==> config.mk <==
export PLATFORM = sky130hd
export DESIGN_NAME = riscv_run_ctrl
export DESIGN_NICKNAME = d
export VERILOG_FILES = /design/src/rtl/riscv_pkg.sv /design/src/rtl/riscv_bp_match.sv /design/src/rtl/riscv_run_ctrl.sv
export SDC_FILE = /design/constraint.sdc
export NUM_CORES = 1
export LEC_CHECK = 0
export ABC_CLOCK_PERIOD_IN_PS = 5330
export BUFFER_PORTS_ARGS = -buffer_cell sky130_fd_sc_hd__buf_2
export CAP_MARGIN = 15
export CORE_MARGIN = 2
export CORE_UTILIZATION = 30
export DETAILED_ROUTE_END_ITERATION = 8
export GPL_ROUTABILITY_DRIVEN = 0
export HOLD_SLACK_MARGIN = 0.08
export PLACE_DENSITY = 0.51
export SYNTH_ARGS = -nofsm -noshare
export SYNTH_HDL_FRONTEND = slang
export SYNTH_SLANG_ARGS = --single-unit
export TNS_END_PERCENT = 10
==> constraint.sdc <==
create_clock -name clk_in -period 5.33 [get_ports clk_in]
set_clock_uncertainty 0.05 [all_clocks]
set_input_delay 1.599 -clock clk_in [delete_from_list [all_inputs] [get_ports clk_in]]
set_output_delay 1.599 -clock clk_in [all_outputs]
set_load 0.05 [all_outputs]
==> src/rtl/riscv_pkg.sv <==
// Shared encodings for the run-control slice: FSM states, halt causes and
// the width of the breakpoint slot index.
package riscv_pkg;

    typedef enum logic [1:0] {
        ST_IDLE   = 2'd0,
        ST_RUN    = 2'd1,
        ST_STEP   = 2'd2,
        ST_HALTED = 2'd3
    } run_state_e;

    typedef enum logic [2:0] {
        CAUSE_NONE = 3'd0,
        CAUSE_REQ  = 3'd1,
        CAUSE_HLT  = 3'd2,
        CAUSE_BP   = 3'd3,
        CAUSE_STEP = 3'd4
    } halt_cause_e;

    localparam int BP_IDX_W = 3;

    // True while the core is allowed to execute (free-running or single step)
    function automatic logic is_active(input run_state_e s);
        return (s == ST_RUN) || (s == ST_STEP);
    endfunction

endpackage

==> src/rtl/riscv_bp_match.sv <==
// Breakpoint comparator array: flags a hit when any enabled slot holds the
// current PC and reports the lowest-numbered matching slot.
module riscv_bp_match
    import riscv_pkg::*;
#(
    parameter int NUM_BP = 2,
    parameter int XLEN   = 32
) (
    input  logic [XLEN-1:0]        pc_i,
    input  logic [NUM_BP*XLEN-1:0] bp_addr_i,
    input  logic [NUM_BP-1:0]      bp_en_i,
    output logic                   hit_o,
    output logic [BP_IDX_W-1:0]    idx_o
);

    // Scan from the top slot down so the lowest matching slot is written last
    always_comb begin
        hit_o = 1'b0;
        idx_o = '0;
        for (int i = NUM_BP - 1; i >= 0; i--) begin
            if (bp_en_i[i] && (bp_addr_i[i*XLEN +: XLEN] == pc_i)) begin
                hit_o = 1'b1;
                idx_o = BP_IDX_W'(i);
            end
        end
    end

endmodule

==> src/rtl/riscv_run_ctrl.sv <==
// Run/step/halt controller for a small RISC-V core: decides each cycle
// whether the datapath may commit, tracks why the core last stopped, and
// keeps cycle/retired-instruction counters plus the last committed result.
module riscv_run_ctrl
    import riscv_pkg::*;
#(
    parameter int XLEN   = 32,
    parameter int NUM_BP = 2,
    parameter int CNT_W  = 32
) (
    input  logic                   clk_in,
    input  logic                   rst,
    input  logic                   preset,
    input  logic                   run_req,
    input  logic                   step_req,
    input  logic                   halt_req,
    input  logic                   hlt_in,
    input  logic [XLEN-1:0]        pc,
    input  logic [XLEN-1:0]        result_in,
    input  logic [NUM_BP*XLEN-1:0] bp_addr,
    input  logic [NUM_BP-1:0]      bp_en,
    output logic                   core_en,
    output logic                   core_preset,
    output logic [1:0]             state,
    output logic [2:0]             halt_cause,
    output logic [2:0]             bp_idx,
    output logic [CNT_W-1:0]       cycle_count,
    output logic [CNT_W-1:0]       instret_count,
    output logic [XLEN-1:0]        result_q
);

    run_state_e            state_q, state_d;
    halt_cause_e           cause_q, cause_d;
    logic [BP_IDX_W-1:0]   bp_idx_q, bp_idx_d;
    logic                  bp_skip_q, bp_skip_d;
    logic                  sticky_q, sticky_d;
    logic                  core_preset_q;
    logic [CNT_W-1:0]      cycle_q;
    logic [CNT_W-1:0]      instret_q;
    logic [XLEN-1:0]       res_q;

    logic                  bp_hit;
    logic [BP_IDX_W-1:0]   bp_match_idx;
    logic                  stop_now;
    logic                  step_stop;

    riscv_bp_match #(
        .NUM_BP (NUM_BP),
        .XLEN   (XLEN)
    ) u_bp_match (
        .pc_i      (pc),
        .bp_addr_i (bp_addr),
        .bp_en_i   (bp_en),
        .hit_o     (bp_hit),
        .idx_o     (bp_match_idx)
    );

    // The breakpoint is masked on the first RUN cycle so a resume can commit
    // the very instruction that tripped it.
    assign stop_now  = halt_req | hlt_in | (bp_hit & ~bp_skip_q);
    assign step_stop = halt_req | hlt_in;

    // FSM and halt-status registers
    always_ff @(posedge clk_in or negedge rst) begin
        if (!rst) begin
            state_q   <= ST_IDLE;
            cause_q   <= CAUSE_NONE;
            bp_idx_q  <= '0;
            bp_skip_q <= 1'b0;
            sticky_q  <= 1'b0;
        end else begin
            state_q   <= state_d;
            cause_q   <= cause_d;
            bp_idx_q  <= bp_idx_d;
            bp_skip_q <= bp_skip_d;
            sticky_q  <= sticky_d;
        end
    end

    // Next state: preset beats everything, then halt_req, run_req, step_req
    always_comb begin
        state_d  = state_q;
        cause_d  = cause_q;
        bp_idx_d = bp_idx_q;
        sticky_d = sticky_q;
        if (preset) begin
            state_d  = ST_IDLE;
            cause_d  = CAUSE_NONE;
            bp_idx_d = '0;
            sticky_d = 1'b0;
        end else begin
            case (state_q)
                ST_IDLE, ST_HALTED: begin
                    if (!halt_req && !sticky_q) begin
                        if (run_req) begin
                            state_d = ST_RUN;
                        end else if (step_req) begin
                            state_d = ST_STEP;
                        end
                    end
                end
                ST_RUN: begin
                    if (stop_now) begin
                        state_d = ST_HALTED;
                        if (halt_req) begin
                            cause_d = CAUSE_REQ;
                        end else if (hlt_in) begin
                            cause_d  = CAUSE_HLT;
                            sticky_d = 1'b1;
                        end else begin
                            cause_d  = CAUSE_BP;
                            bp_idx_d = bp_match_idx;
                        end
                    end
                end
                ST_STEP: begin
                    state_d = ST_HALTED;
                    if (halt_req) begin
                        cause_d = CAUSE_REQ;
                    end else if (hlt_in) begin
                        cause_d  = CAUSE_HLT;
                        sticky_d = 1'b1;
                    end else begin
                        cause_d = CAUSE_STEP;
                    end
                end
                default: state_d = ST_IDLE;
            endcase
        end
        bp_skip_d = (state_d == ST_RUN) && (state_q != ST_RUN);
    end

    // Commit enable; a restart cycle never commits since the PC is being reloaded
    always_comb begin
        core_en = 1'b0;
        if (!preset) begin
            case (state_q)
                ST_RUN:  core_en = ~stop_now;
                ST_STEP: core_en = ~step_stop;
                default: core_en = 1'b0;
            endcase
        end
    end

    // Counters, last committed result and the PC-reload pulse
    always_ff @(posedge clk_in or negedge rst) begin
        if (!rst) begin
            cycle_q       <= '0;
            instret_q     <= '0;
            res_q         <= '0;
            core_preset_q <= 1'b0;
        end else begin
            core_preset_q <= preset;
            if (preset) begin
                cycle_q   <= '0;
                instret_q <= '0;
                res_q     <= '0;
            end else begin
                if (is_active(state_q)) begin
                    cycle_q <= cycle_q + 1'b1;
                end
                if (core_en) begin
                    instret_q <= instret_q + 1'b1;
                    res_q     <= result_in;
                end
            end
        end
    end

    assign core_preset   = core_preset_q;
    assign state         = state_q;
    assign halt_cause    = cause_q;
    assign bp_idx        = bp_idx_q;
    assign cycle_count   = cycle_q;
    assign instret_count = instret_q;
    assign result_q      = res_q;

endmodule

## Yosys cells after proc, flatten, opt, wreduce, memory -nomap -nowiden

Cells that the tools add are included.

| storage, ports and cells | value |
|---|---|
| bits in registers | 107 |
| output and inout port bits | 106 |
| word-level logic and storage cells | 78 |

| cells by class | value |
|---|---|
| add/subtract/negate cells | 2 |
| equality and inequality tests | 10 |
| mux-type cells | 35 |
| bitwise logic cells | 6 |
| reductions and logical operators | 16 |

Operators with widths:

| operator | count |
|---|---|
| 32-bit two-way mux | 6 |
| 32-bit by 1-bit adder with 32-bit output (second input constant) | 2 |
| 32-bit == test | 2 |
| 3-bit two-way mux | 9 |
| 2-bit two-way mux | 6 |
| 1-bit two-way mux | 10 |
| 2-bit nonzero test | 4 |
| 2-bit one-hot mux with 3 select lines | 1 |
| 3-bit one-hot mux with 2 select lines | 1 |
| 2-bit by 1-bit == test with 1-bit output (second input constant) | 2 |
| 2-bit == test (second input constant) | 2 |
| 1-bit logical AND | 4 |
| 2-bit != test (second input constant) | 2 |
| 1-bit one-hot mux with 2 select lines | 2 |
| 4-bit AND reduction | 1 |
| 3-bit != test (second input constant) | 1 |
| 1-bit NOT | 3 |
| 3-bit nonzero test | 1 |
| 1-bit zero test | 2 |
| 2-bit zero test | 1 |
| 2-bit by 1-bit != test with 1-bit output (second input constant) | 1 |
| 1-bit OR | 2 |
| 2-bit AND reduction | 1 |
| 2-bit OR reduction | 1 |
| 2 further kinds | 2 |

## Longest topological paths before layout

| depth | value |
|---|---|
| depth after elaboration | 11 |
| gate-level depth with buffers | 10 |
| mapped depth without buffers | 9 |

## Modules after synthesis

Synthesis repeated with hierarchy kept, for this count alone.

| unflattened totals | value |
|---|---|
| cells, all modules | 632 |
| area, all modules | 5854.4 um2 |

Modules (own cells, without submodules):

| module | instances | cells an instance | area an instance (um2) | seq. area each (um2) |
|---|---|---|---|---|
| riscv_run_ctrl | 1 | 539 | 5108.6 | 2677.6 |
| riscv_bp_match | 1 | 93 | 745.7 | 0.0 |

## Least setup slack after synthesis

Ideal clock, no wire load.

| timing path | value |
|---|---|
| path kind | in2out |
| start point | input bp_addr[40] |
| end point | output core_en |
| arrival time | 3.320 ns |
| required time | 3.681 ns |
| setup slack | 0.361 ns |
| cell stages on the path | 8 |
| cell sequence | xnor2_1 -> nand2_1 -> nor3_1 -> a41oi_1 -> nand3_2 -> buf_6 -> buf_6 -> nor2_1 |

| on the way | value |
|---|---|
| word-level cells in the longest chain between the ends | 9 |

Ends and longest elaborated chain:

| item | line | text |
|---|---|---|
| from (decl) | riscv_run_ctrl.sv:20 | `input logic [NUM_BP*XLEN-1:0] bp_addr,` |
| 32-bit == test | riscv_bp_match.sv:21 | `if (bp_en_i[i] && (bp_addr_i[i*XLEN +: XLEN] == pc_i)) begin` |
| 1-bit logical AND | riscv_bp_match.sv:21 |  |
| 1-bit two-way mux (2 in a row) | riscv_bp_match.sv:21 |  |
| 1-bit AND | riscv_run_ctrl.sv:60 | `assign stop_now = halt_req \| hlt_in \| (bp_hit & ~bp_skip_q);` |
| 1-bit OR | riscv_run_ctrl.sv:60 |  |
| 1-bit NOT | riscv_run_ctrl.sv:138 | `ST_RUN: core_en = ~stop_now;` |
| 1-bit one-hot mux with 2 select lines | riscv_run_ctrl.sv:137 | `case (state_q)` |
| 1-bit two-way mux | riscv_run_ctrl.sv:136 | `if (!preset) begin` |
| to (decl) | riscv_run_ctrl.sv:22 | `output logic core_en,` |

No other way between the ends.

## Final worst setup path

| timing path | value |
|---|---|
| start point | input pc[8] |
| end point | output core_en |

| on the way | value |
|---|---|
| word-level cells in the longest chain between the ends | 9 |

Ends and longest elaborated chain:

| item | line | text |
|---|---|---|
| from (decl) | riscv_run_ctrl.sv:18 | `input logic [XLEN-1:0] pc,` |
| 32-bit == test | riscv_bp_match.sv:21 |  |
| 1-bit logical AND | riscv_bp_match.sv:21 |  |
| 1-bit two-way mux | riscv_bp_match.sv:21 |  |
| 1-bit two-way mux * | riscv_bp_match.sv:21 |  |
| 1-bit AND * | riscv_run_ctrl.sv:60 |  |
| 1-bit OR * | riscv_run_ctrl.sv:60 |  |
| 1-bit NOT * | riscv_run_ctrl.sv:138 |  |
| 1-bit one-hot mux with 2 select lines * | riscv_run_ctrl.sv:137 |  |
| 1-bit two-way mux * | riscv_run_ctrl.sv:136 |  |

Every way passes the cells marked *; elsewhere a longest branch is shown, timed or not.

==> impl_metrics.yaml <==
status:
  status: "finished, final reports clean"
global_route:
  grt.overflow.total: 0
  antenna_found_initial: 0
  grt_usage_pct: 16.3
  grt_max_degree: 106
  grt_pass1_vias: 5019
  grt_pass1_wl_um: 26300
die:
  rows: 51
  initial_core_util_pct: 30.5
  pin_count: 243
  fp.dieArea_mm2: 0.0209
  die_w_um: 144
  fp.coreArea_mm2: 0.0194
  die_h_um: 144
setup_path:
  required_ns: 3.68
  critPathMostFrequentCell: "buf_2"
  cp_slowest_cell: "or4_4"
  end_kind: "primary output"
  r2r_setup_slack_ns: 2.34
  critical_path_peak_fanout: 4
  reg2reg_depth: 9
  cp-start-kind: "primary input"
  crit_path_cell_trace: "buf_2 > xor2_1 > nor4_1 > nand4_1 > or4_4 > nand3_2 > nor2_1 > buf_2"
  path_class: "in -> out"
  slowest_delay_ns: 0.59
  critPathArrivalTime_ns: 3.46
power:
  netSwitchingPower_w: 0.000705
  comb_power_share_pct: 25.8
  power_frac_clock_pct: 32.8
  power_frac_seq_pct: 41.3
  power.internal_w: 0.00139
  power.density_mw_per_mm2: 274
  peakVddDrop_mv: 0.200
  p_sw_share_pct: 33.7
  power.leakage_nw: 3.86
drt:
  drc: 0
  wl_um: 17400
  drt_pass1_iterations: 4
  top_layer_used: "met4"
  route.vias.total: 5266
  drt-met1-wl_um: 7840
  drt_iter0_drc: 183
  vias_per_cell: 4.71
  wl_met3_um: 1230
  ant_nets: 0
  wl_per_cell_um: 15.6
  wl_met2_um: 8160
synthesis:
  avgSynthCellArea_um2: 9.54
  synth_edf_count: 0
  yosysSeqAreaShare_pct: 44.4
  postSynth.asyncResetShare_pct: 100
  ys_ff_latch: 105
  yosysUniqueCellTypes: 53
  ys_warn_count: 0
  synthCells: 620
  synth_area_mm2: 0.00591
  synth_top_flop_cell: "dfrtp_1"
timing:
  period_needed_ns: 5.11
  hold_viol: 0
  slew_viol_final: 0
  max_slew.worst_pin.slew_ns: 0.875
  setup-violations-final: 0
  fmaxAchievable_mhz: 196
  tns_ns: 0
  worst_slack_ns: 0.221
  period_share_pct: 95.9
  slew_headroom_pct: 41.2
  rsz0062_at_grt: "false"
finish:
  final.fill_count: 1984
  final_cell_mix: "buf_2 (238), dfrtp_1 (105), nor2_1 (87)"
  seq_area_mm2: 0.00263
  multi_input_area_mm2: 0.00307
  final_common_cell: "buf_2"
  syn2layout_area_growth_pct: 29.2
  final_layout_size_suffix_gt1_share_pct: 32.0
  final_nets: 989
  n_antenna_cell: 0
  final_area_mm2: 0.00764
cts:
  tritoncts: "yes"
  post_cts_resized: 0
  cts_buffers: 9
  postCtsSetupRepairBufs: 0
  clockBufferDepth: 2
  cts_sinks: 105
  cts_hold_buffers: 0
  clk_pin_slew_ns: 0.07
  clock_latency_ns: 0.35
  root_buffer: "clkbuf_16"
  cts.htree.levels: 3
worst_hold_path:
  min_delay_path_depth: 2
  min_path_type: "reg -> reg"
placed_design:
  post_dp_cell_area_mm2: 0.00734
  io_buffers: 240
  post-dp-hpwl_um: 12500
  dp_slack_ns: 0.202
flow_run:
  maxCapViolations: 0
-- logic make-up after synthesis --
| group | after synthesis | synth area share (%) |
|---|---|---|
| other cells | 1 | 0.0634 |
| compound gates | 88 | 9.12 |
| flops | 105 | 44.4 |
| fa+ha+maj | 4 | 0.846 |
| buf+inv | 45 | 3.72 |
| xor+xnor | 89 | 13.2 |
| simple gates | 253 | 22.7 |
| mux | 35 | 5.92 |
-- worst max-delay path: cells and delay by family --
family | cells | cell delay, ns
simple gates | 5 | 1.34
buf+inv | 2 | 0.36
xor+xnor | 1 | 0.15
-- layer usage --
metal	up-vias	GRT usage, %
li1	2638	-
met1	2453	21.1
met2	163	27.0
met3	12	3.81
met4	0	4.96
met5	-	0
-- metrics by stage --
stage	util, %	power (W)	std cells	hold slack, ns
floorplan	-	0.00125	621	0.417
global placement	37.8	0.00143	1102	0.435
detailed placement	37.8	0.00143	1102	0.446
CTS	39.4	0.00213	1118	0.463
global route	39.4	0.00220	1118	0.497
finish	39.4	0.00209	1118	0.456
-- Yosys cell counts (all sizes together) (2+ instances only) --
cell type,instances,area share (%)
mux2i,35,5.9
a21oi,39,3.3
or4,13,1.8
and3,6,0.63
nand4b,3,0.55
and3b,2,0.30
a21o,4,0.51
nand3,26,2.4
buf,11,1.6
a41o,2,0.34
o41ai,4,0.59
or3,14,1.5
nand2,40,2.5
clkbuf,17,1.1
xnor2,41,6.1
o31ai,11,1.4
nand4,19,2.3
nor3,13,1.2
xor2,48,7.1
dfrtp,105,44
nor2,87,5.5
o21ai,17,1.4
ha,4,0.85
a31o,4,0.59
nor4,11,1.5
and4,5,0.78
inv,17,1.1
and2,3,0.32
or4b,3,0.51
nand3b,4,0.51
-- final timing paths --
check | start | endpoint
max in group asynchronous | rst | instret_count[19]$_DFFE_PN0P_
min in group asynchronous | rst | result_q[3]$_DFFE_PN0P_
max reg2reg | state[0]$_DFF_PN0_ | cycle_count[28]$_DFFE_PN0P_
min reg2reg | sticky_q$_DFFE_PN0P_ | sticky_q$_DFFE_PN0P_
max | pc[8] | core_en
min | sticky_q$_DFFE_PN0P_ | sticky_q$_DFFE_PN0P_
-- power groups by stage --
stage               registers (W)  logic (W)  clock network, W
detailed placement       0.000880   0.000550                 0
CTS                      0.000865   0.000551          0.000712
finish                   0.000864   0.000540          0.000686
floorplan                 0.00100   0.000251                 0
global placement         0.000880   0.000549                 0
global route             0.000871   0.000590          0.000741
-- state kept, by name, summed over array words and instances (netlist names) --
name and flops:
sticky_q 1, halt_cause 3, instret_count 32, bp_skip_q 1
result_q 32, cycle_count 32, state 2, core_preset 1
bp_idx 1
-- layout make-up --
cell class              instances  area share [%]
multi-input cells             471            40.2
flip-flops and latches        105            34.4
repair buffers                244            16.3
well taps                     265            4.34
clock buffers                  11            3.05
clock inverters                 5           0.884
inverters                      17           0.835
(Power assumes the default switching activity.)
